`config.mk`:
```
export PLATFORM = sky130hd
export DESIGN_NAME = ddr_word_sequencer_flat
export DESIGN_NICKNAME = d
export VERILOG_FILES = /design/src/rtl/ddr_word_sequencer_if.sv /design/src/rtl/ddr_word_sequencer.sv /design/src/flat_wrapper.sv
export SDC_FILE = /design/constraint.sdc
export NUM_CORES = 1
export LEC_CHECK = 0
export ABC_AREA = 1
export CORE_AREA = 3 3 100 78
export CTS_CLUSTER_DIAMETER = 30
export CTS_CLUSTER_SIZE = 24
export DETAILED_ROUTE_END_ITERATION = 10
export DIE_AREA = 0 0 103 81
export GPL_TIMING_DRIVEN = 0
export PLACE_DENSITY = 0.47
export REMOVE_ABC_BUFFERS = 1
export SYNTH_ARGS = -nofsm -noshare
export SYNTH_HDL_FRONTEND = slang
export SYNTH_SLANG_ARGS = --single-unit
```
`constraint.sdc`:
```
create_clock -name i_sys_clk -period 2.8 [get_ports i_sys_clk]
set_input_delay 0.42 -clock i_sys_clk [delete_from_list [all_inputs] [get_ports i_sys_clk]]
set_output_delay 0.42 -clock i_sys_clk [all_outputs]
set_load 0.01 [all_outputs]
```
`src/rtl/ddr_word_sequencer_if.sv`:
```
// Handshake/status bundle between the HDR engine side and ddr_word_sequencer.
// The master modport is the engine/datapath side; the slave modport is the sequencer.
`timescale 1ns/1ps
interface ddr_word_sequencer_if #(
  parameter int WCNT_W = 8
);
  logic              i_scl_pos_edge;
  logic              i_scl_neg_edge;
  logic              i_start;
  logic [WCNT_W-1:0] i_word_count;
  logic              i_data_valid;
  logic              i_abort;
  logic              o_bitcnt_en;
  logic              o_cccnt_err_rst;
  logic [2:0]        o_phase;
  logic [5:0]        o_edge_idx;
  logic [WCNT_W-1:0] o_word_idx;
  logic              o_data_req;
  logic              o_busy;
  logic              o_done;
  logic              o_underrun;
  logic              o_err_done;

  modport master (
    output i_scl_pos_edge, i_scl_neg_edge, i_start, i_word_count, i_data_valid, i_abort,
    input  o_bitcnt_en, o_cccnt_err_rst, o_phase, o_edge_idx, o_word_idx,
    input  o_data_req, o_busy, o_done, o_underrun, o_err_done
  );

  modport slave (
    input  i_scl_pos_edge, i_scl_neg_edge, i_start, i_word_count, i_data_valid, i_abort,
    output o_bitcnt_en, o_cccnt_err_rst, o_phase, o_edge_idx, o_word_idx,
    output o_data_req, o_busy, o_done, o_underrun, o_err_done
  );
endinterface

```
`src/rtl/ddr_word_sequencer.sv`:
```
// HDR-DDR word sequencer: steps the bit counter through N 20-edge words and the 38-edge error window.
// Define DDR_CRC_WORD_EN to append one CRC word (phase 4) after the last data word.
`timescale 1ns/1ps
module ddr_word_sequencer #(
  parameter int WORD_EDGES = 20,
  parameter int ERR_EDGES  = 38,
  parameter int WCNT_W     = 8
) (
  input  logic                  i_sys_clk,
  input  logic                  i_rst_n,
  ddr_word_sequencer_if.slave   bus
);

  localparam logic [2:0] PH_IDLE = 3'd0;
  localparam logic [2:0] PH_PRE  = 3'd1;
  localparam logic [2:0] PH_DATA = 3'd2;
  localparam logic [2:0] PH_PAR  = 3'd3;
`ifdef DDR_CRC_WORD_EN
  localparam logic [2:0] PH_CRC  = 3'd4;
`endif
  localparam logic [2:0] PH_ERR  = 3'd5;

  localparam logic [5:0]        IDX_PRE_LAST  = 6'd1;
  localparam logic [5:0]        IDX_WORD_LAST = 6'(WORD_EDGES - 1);
  localparam logic [5:0]        IDX_PAR_FIRST = 6'(WORD_EDGES - 2);
  localparam logic [5:0]        IDX_ERR_LAST  = 6'(ERR_EDGES - 1);
  localparam logic [WCNT_W-1:0] WCNT_ONE      = WCNT_W'(1);

`ifdef DDR_CRC_WORD_EN
  typedef enum logic [1:0] {S_IDLE, S_WORD, S_CRC, S_ERR} state_t;
`else
  typedef enum logic [1:0] {S_IDLE, S_WORD, S_ERR} state_t;
`endif

  state_t            state_q, state_d;
  logic [5:0]        edge_idx_q, edge_idx_d;
  logic [WCNT_W-1:0] word_idx_q, word_idx_d;
  logic [WCNT_W-1:0] cnt_q, cnt_d;
  logic              valid_seen_q, valid_seen_d;
  logic              req_q, req_d;
  logic              done_q, done_d;
  logic              under_q, under_d;
  logic              err_done_q, err_done_d;
  logic [2:0]        phase_q;
  logic              bitcnt_en_q, err_rst_q, busy_q;
  logic              edge_ev;

  function automatic logic [2:0] phase_of(input state_t s, input logic [5:0] idx);
    logic [2:0] p;
    p = PH_IDLE;
    case (s)
      S_WORD: begin
        if (idx <= IDX_PRE_LAST)       p = PH_PRE;
        else if (idx < IDX_PAR_FIRST)  p = PH_DATA;
        else                           p = PH_PAR;
      end
`ifdef DDR_CRC_WORD_EN
      S_CRC:  p = PH_CRC;
`endif
      S_ERR:  p = PH_ERR;
      default: p = PH_IDLE;
    endcase
    return p;
  endfunction

  // Simultaneous pos/neg strobes collapse into a single edge event.
  assign edge_ev = bus.i_scl_pos_edge | bus.i_scl_neg_edge;

  always_comb begin
    state_d      = state_q;
    edge_idx_d   = edge_idx_q;
    word_idx_d   = word_idx_q;
    cnt_d        = cnt_q;
    valid_seen_d = valid_seen_q | bus.i_data_valid;
    req_d        = 1'b0;
    done_d       = 1'b0;
    under_d      = 1'b0;
    err_done_d   = 1'b0;
    case (state_q)
      S_IDLE: begin
        if (bus.i_start) begin
          if (bus.i_word_count != '0) begin
            state_d      = S_WORD;
            edge_idx_d   = '0;
            word_idx_d   = '0;
            cnt_d        = bus.i_word_count;
            req_d        = 1'b1;
            valid_seen_d = 1'b0;
          end else begin
`ifdef DDR_CRC_WORD_EN
            state_d    = S_CRC;
            edge_idx_d = '0;
`else
            done_d     = 1'b1;
`endif
          end
        end
      end
      S_WORD: begin
        if (bus.i_abort) begin
          state_d    = S_ERR;
          edge_idx_d = '0;
        end else if (edge_ev) begin
          // The word's data must have been offered by the edge leaving the preamble.
          if (edge_idx_q == IDX_PRE_LAST && !(valid_seen_q || bus.i_data_valid)) begin
            under_d    = 1'b1;
            state_d    = S_ERR;
            edge_idx_d = '0;
          end else if (edge_idx_q == IDX_WORD_LAST) begin
            edge_idx_d = '0;
            if (word_idx_q == cnt_q - WCNT_ONE) begin
              word_idx_d = '0;
`ifdef DDR_CRC_WORD_EN
              state_d    = S_CRC;
`else
              state_d    = S_IDLE;
              done_d     = 1'b1;
`endif
            end else begin
              word_idx_d   = word_idx_q + WCNT_ONE;
              req_d        = 1'b1;
              valid_seen_d = 1'b0;
            end
          end else begin
            edge_idx_d = edge_idx_q + 6'd1;
          end
        end
      end
`ifdef DDR_CRC_WORD_EN
      S_CRC: begin
        if (bus.i_abort) begin
          state_d    = S_ERR;
          edge_idx_d = '0;
        end else if (edge_ev) begin
          if (edge_idx_q == IDX_WORD_LAST) begin
            state_d    = S_IDLE;
            edge_idx_d = '0;
            done_d     = 1'b1;
          end else begin
            edge_idx_d = edge_idx_q + 6'd1;
          end
        end
      end
`endif
      S_ERR: begin
        if (edge_ev) begin
          if (edge_idx_q == IDX_ERR_LAST) begin
            state_d    = S_IDLE;
            edge_idx_d = '0;
            word_idx_d = '0;
            err_done_d = 1'b1;
          end else begin
            edge_idx_d = edge_idx_q + 6'd1;
          end
        end
      end
      default: begin
        state_d    = S_IDLE;
        edge_idx_d = '0;
        word_idx_d = '0;
      end
    endcase
  end

  // Status outputs are derived from next-state so they are registered with the FSM.
  always_ff @(posedge i_sys_clk or negedge i_rst_n) begin
    if (!i_rst_n) begin
      state_q      <= S_IDLE;
      edge_idx_q   <= '0;
      word_idx_q   <= '0;
      cnt_q        <= '0;
      valid_seen_q <= 1'b0;
      req_q        <= 1'b0;
      done_q       <= 1'b0;
      under_q      <= 1'b0;
      err_done_q   <= 1'b0;
      phase_q      <= PH_IDLE;
      bitcnt_en_q  <= 1'b0;
      err_rst_q    <= 1'b0;
      busy_q       <= 1'b0;
    end else begin
      state_q      <= state_d;
      edge_idx_q   <= edge_idx_d;
      word_idx_q   <= word_idx_d;
      cnt_q        <= cnt_d;
      valid_seen_q <= valid_seen_d;
      req_q        <= req_d;
      done_q       <= done_d;
      under_q      <= under_d;
      err_done_q   <= err_done_d;
      phase_q      <= phase_of(state_d, edge_idx_d);
`ifdef DDR_CRC_WORD_EN
      bitcnt_en_q  <= (state_d == S_WORD) || (state_d == S_CRC);
`else
      bitcnt_en_q  <= (state_d == S_WORD);
`endif
      err_rst_q    <= (state_d == S_ERR);
      busy_q       <= (state_d != S_IDLE);
    end
  end

  assign bus.o_bitcnt_en     = bitcnt_en_q;
  assign bus.o_cccnt_err_rst = err_rst_q;
  assign bus.o_phase         = phase_q;
  assign bus.o_edge_idx      = edge_idx_q;
  assign bus.o_word_idx      = word_idx_q;
  assign bus.o_data_req      = req_q;
  assign bus.o_busy          = busy_q;
  assign bus.o_done          = done_q;
  assign bus.o_underrun      = under_q;
  assign bus.o_err_done      = err_done_q;

endmodule

```
`src/flat_wrapper.sv`:
```
// flat-port wrapper written by rule: the top's interface ports become plain ports
module ddr_word_sequencer_flat 
#(
  parameter int WORD_EDGES = 20,
  parameter int ERR_EDGES  = 38,
  parameter int WCNT_W     = 8
)
  (i_sys_clk, i_rst_n, bus_i_scl_pos_edge, bus_i_scl_neg_edge, bus_i_start, bus_i_word_count, bus_i_data_valid, bus_i_abort, bus_o_bitcnt_en, bus_o_cccnt_err_rst, bus_o_phase, bus_o_edge_idx, bus_o_word_idx, bus_o_data_req, bus_o_busy, bus_o_done, bus_o_underrun, bus_o_err_done);
  ddr_word_sequencer_if #(.WCNT_W(WCNT_W)) bus_i ();
  input  logic i_sys_clk;
  input  logic i_rst_n;
  input wire logic [$bits(bus_i.i_scl_pos_edge)-1:0] bus_i_scl_pos_edge;
  input wire logic [$bits(bus_i.i_scl_neg_edge)-1:0] bus_i_scl_neg_edge;
  input wire logic [$bits(bus_i.i_start)-1:0] bus_i_start;
  input wire logic [$bits(bus_i.i_word_count)-1:0] bus_i_word_count;
  input wire logic [$bits(bus_i.i_data_valid)-1:0] bus_i_data_valid;
  input wire logic [$bits(bus_i.i_abort)-1:0] bus_i_abort;
  output wire logic [$bits(bus_i.o_bitcnt_en)-1:0] bus_o_bitcnt_en;
  output wire logic [$bits(bus_i.o_cccnt_err_rst)-1:0] bus_o_cccnt_err_rst;
  output wire logic [$bits(bus_i.o_phase)-1:0] bus_o_phase;
  output wire logic [$bits(bus_i.o_edge_idx)-1:0] bus_o_edge_idx;
  output wire logic [$bits(bus_i.o_word_idx)-1:0] bus_o_word_idx;
  output wire logic [$bits(bus_i.o_data_req)-1:0] bus_o_data_req;
  output wire logic [$bits(bus_i.o_busy)-1:0] bus_o_busy;
  output wire logic [$bits(bus_i.o_done)-1:0] bus_o_done;
  output wire logic [$bits(bus_i.o_underrun)-1:0] bus_o_underrun;
  output wire logic [$bits(bus_i.o_err_done)-1:0] bus_o_err_done;
  assign bus_i.i_scl_pos_edge = bus_i_scl_pos_edge;
  assign bus_i.i_scl_neg_edge = bus_i_scl_neg_edge;
  assign bus_i.i_start = bus_i_start;
  assign bus_i.i_word_count = bus_i_word_count;
  assign bus_i.i_data_valid = bus_i_data_valid;
  assign bus_i.i_abort = bus_i_abort;
  assign bus_o_bitcnt_en = bus_i.o_bitcnt_en;
  assign bus_o_cccnt_err_rst = bus_i.o_cccnt_err_rst;
  assign bus_o_phase = bus_i.o_phase;
  assign bus_o_edge_idx = bus_i.o_edge_idx;
  assign bus_o_word_idx = bus_i.o_word_idx;
  assign bus_o_data_req = bus_i.o_data_req;
  assign bus_o_busy = bus_i.o_busy;
  assign bus_o_done = bus_i.o_done;
  assign bus_o_underrun = bus_i.o_underrun;
  assign bus_o_err_done = bus_i.o_err_done;
  ddr_word_sequencer #(.WORD_EDGES(WORD_EDGES), .ERR_EDGES(ERR_EDGES), .WCNT_W(WCNT_W)) u_core (.i_sys_clk(i_sys_clk), .i_rst_n(i_rst_n), .bus(bus_i));
endmodule
```
==> key figures <==
Power
  • Pleak: 0.00130 µW
  • VDD IR-drop max: 0.345 mV
  • Power Density: 853 mW/mm²
  • Total power: 2240 µW

Yosys
  • Top cell type's share of synthesized area: 41.7%
  • Share of the yosys chip area belonging to registers: 41.7%
  • Yosys warnings: 0
  • Synth cell types: 27
  • Area contributors post-synth: dfrtp_1 (42%), nand2_1 (12%), inv_1 (8.1%), nor2_1 (6.3%), ha_1 (4.3%)
  • Yosys top cell by area: dfrtp_1
  • Mean Syn Cell Area: 7.53 µm²
  • FF+latch count, synth: 34
  • Syn Inst Count: 271
  • Area of the mapped netlist: 0.00204 mm²

Worst setup path
  • Critical Path Start: u_core.cnt_q[0]
  • Register-to-register setup slack: 0.37 ns
  • R2R depth: 13
  • Setup CP Type: reg -> reg
  • Worst EP required: 2.97 ns
  • Reg2reg end: u_core.bus.o_phase[1]
  • CP Capture Type: flip-flop
  • Crit-path max FO: 3
  • Worst R2R Start: u_core.cnt_q[0]
  • Data arrival time of the critical path: 2.60 ns
  • Worst setup SP type: flip-flop
  • Setup crit end: u_core.bus.o_phase[1]

STA
  • Count of final hold-check violations: 0
  • Final Skew: 0.00440 ns
  • Measured slew at the worst slew-check pin: 0.918 ns
  • Tmin final: 2.43 ns
  • Setup TNS: 0 ns
  • WHS: 0.224 ns
  • RSZ-0062 raised after global routing: false
  • Slew Limit Headroom: 38.5%
  • Max-slew violation count: 0
  • Highest Clock Rate: 0.412 GHz
  • Fin crit share: 86.7%
  • # setup viols final: 0

Placed design
  • Placed Area: 0.00251 mm²
  • Routability Congestion: 0.859
  • Hpwl dp: 3.77 mm
  • I/O Buffers: 38

Floorplanning
  • Die width: 103 µm
  • Chip Height: 81 µm
  • Die ar.: 0.00834 mm²
  • Core Region: 0.00683 mm²
  • Initial Utilization: 29.9%
  • Row count: 26
  • I/O pin count: 39

Final layout
  • Inserted Diodes: 0
  • Finished Cell Area: 0.00263 mm²
  • Fill cell total of the finished layout: 730
  • Seq. cell area: 851 µm²
  • Layout cell share with drive strength beyond 1: 7.96%
  • Nets: 336
  • Multi-input logic area: 0.00100 mm²
  • Area delta synth->final: 28.7%
  • Finished Core Util: 38.4%

Routing
  • Total wire length: 4.88 mm
  • Drt drc: 0
  • Avg Vias per Cell: 4.43
  • Drt wl/cell: 12.3 µm
  • Vias: 1765
  • Initial DRC count: 91
  • Routed Antenna Nets: 0
  • First-pass iteration count of the detailed router: 5

Clock network
  • Setup bufs post-CTS: 0
  • CTS tree: done
  • H-Tree Depth: 2
  • Hold_buf cts: 0
  • Sink Count: 34
  • Inserted Clock Buffers: 5
  • Clk_lat worst skew: 0.28 ns
  • Clock transition at the registers of the reported paths: 0.07 ns
  • Root Buffer: clkbuf_8
  • Clock tree buffer depth: 2
  • Post-CTS resize count: 0

Job
  • Total of max-cap violations: 0

GRT
  • M2 GR Usage: 16.8%
  • Vias in the first global route: 1639
  • Grt total ovfl: 0
  • M3 GR Usage: 2.40%
  • Busiest layer in global routing: met1
  • GRT Overall Usage: 12.6%
  • GRT met1 Usage: 20.3%
  • Largest net degree at the start of global routing: 35
  • Antenna violations before repair: 0
  • First-pass GRT wire length: 8.16 mm

Outcome
  • Outcome: completed

Min path
  • Hold WC Path Type: in -> async
-- synthesized netlist by cell type --
master,count
buf_4,1
nor3_1,4
nand2_1,64
nand2_4,1
nor2_1,34
inv_2,3
nor3_2,2
ha_1,7
a311oi_1,1
nor2_4,1
o31ai_1,2
nand4_2,1
a21oi_1,10
nand3_1,16
nand4_1,6
dfrtp_1,34
a21oi_4,1
nor3b_1,2
clkbuf_1,1
inv_1,44
xor2_1,8
nand3_2,1
xnor2_1,6
o21ai_0,13
o21ai_1,1
nor2_2,6
nand3b_1,1
-- cell type report --
| type | instances | area share [%] |
|---|---|---|
| multi-input combinational | 188 | 38.3 |
| sequential | 34 | 32.4 |
| timing repair buffer | 38 | 14.3 |
| inverter | 47 | 6.72 |
| tap | 84 | 4.00 |
| clock buffer | 6 | 3.15 |
| clock inverter | 1 | 1.14 |
-- metrics by stage --
| stage | worst slack (ns) | std cells |
|---|---|---|
| after floorplan | 0.639 | 269 |
| after global placement | 0.167 | 391 |
| after detailed placement | 0.201 | 391 |
| after CTS | 0.258 | 398 |
| after global routing | 0.0546 | 398 |
| final | 0.373 | 398 |
-- cells in the final DEF (no fill, tap or decap), types with 2 or more instances in the layout --
cell type	netlist	routed
xor2_1	8	8
clkbuf_8	0	6
nor3b_1	2	2
xnor2_1	6	6
nor3_1	4	4
ha_1	7	7
inv_1	44	44
nand2_1	64	64
inv_2	3	3
nand3_1	16	16
nor3_2	2	2
nand4_1	6	6
o21ai_0	13	13
a21oi_1	10	9
o31ai_1	2	2
clkdlybuf4s50_1	0	37
nor2_2	6	6
nor2_1	34	34
dfrtp_1	34	34
-- logic make-up (layout without fill, tap and decap cells) --
family,after synthesis,count (layout),synth area share (%)
fa+ha+maj,7,7,4.29
buf+inv,49,92,9.20
flops,34,34,41.7
xor+xnor,14,14,6.01
compound gates,28,28,7.85
simple gates,139,139,30.9
-- worst min-delay path by stage --
stage                          from                       end  slack (ns)  depth (start not counted)
floorplan                   i_rst_n    u_core.bus.o_bitcnt_en        0.12                          0
global placement    u_core.cnt_q[7]           u_core.cnt_q[7]        0.50                          2
detailed placement  u_core.cnt_q[7]           u_core.cnt_q[7]        0.50                          2
CTS                         i_rst_n         u_core.bus.o_done        0.24                          1
global route                i_rst_n  u_core.bus.o_edge_idx[3]        0.29                          1
finish                      i_rst_n     u_core.bus.o_data_req        0.22                          1
-- flip-flops by register name, indices dropped and copies added, names as in the netlist, 2 cells and up --
register	cells
u_core.bus.o_word_idx	8
u_core.state_q	2
u_core.bus.o_edge_idx	6
u_core.bus.o_phase	2
u_core.cnt_q	8
-- critical path, cell delays in order, from the launching register on --
cell	delay [ns]
dfrtp_1	0.43
inv_2	0.08
ha_1	0.18
nand3_1	0.13
nor3_1	0.19
xor2_1	0.17
nand3b_1	0.11
nor3_2	0.23
nand3_1	0.12
a21oi_2	0.22
inv_1	0.08
ha_1	0.23
o21ai_0	0.09
inv_1	0.06
-- report_power, final --
| part | internal [µW] | switching [µW] |
|---|---|---|
| logic | 413 | 623 |
| clock network | 285 | 174 |
| registers | 626 | 117 |
| total | 1320 | 914 |
-- layer usage --
layer,up-vias,routed length (µm)
li1,935,-
met1,795,2740
met2,33,1940
met3,2,170
met4,0,32
met5,-,0
(Power assumes the default switching activity.)
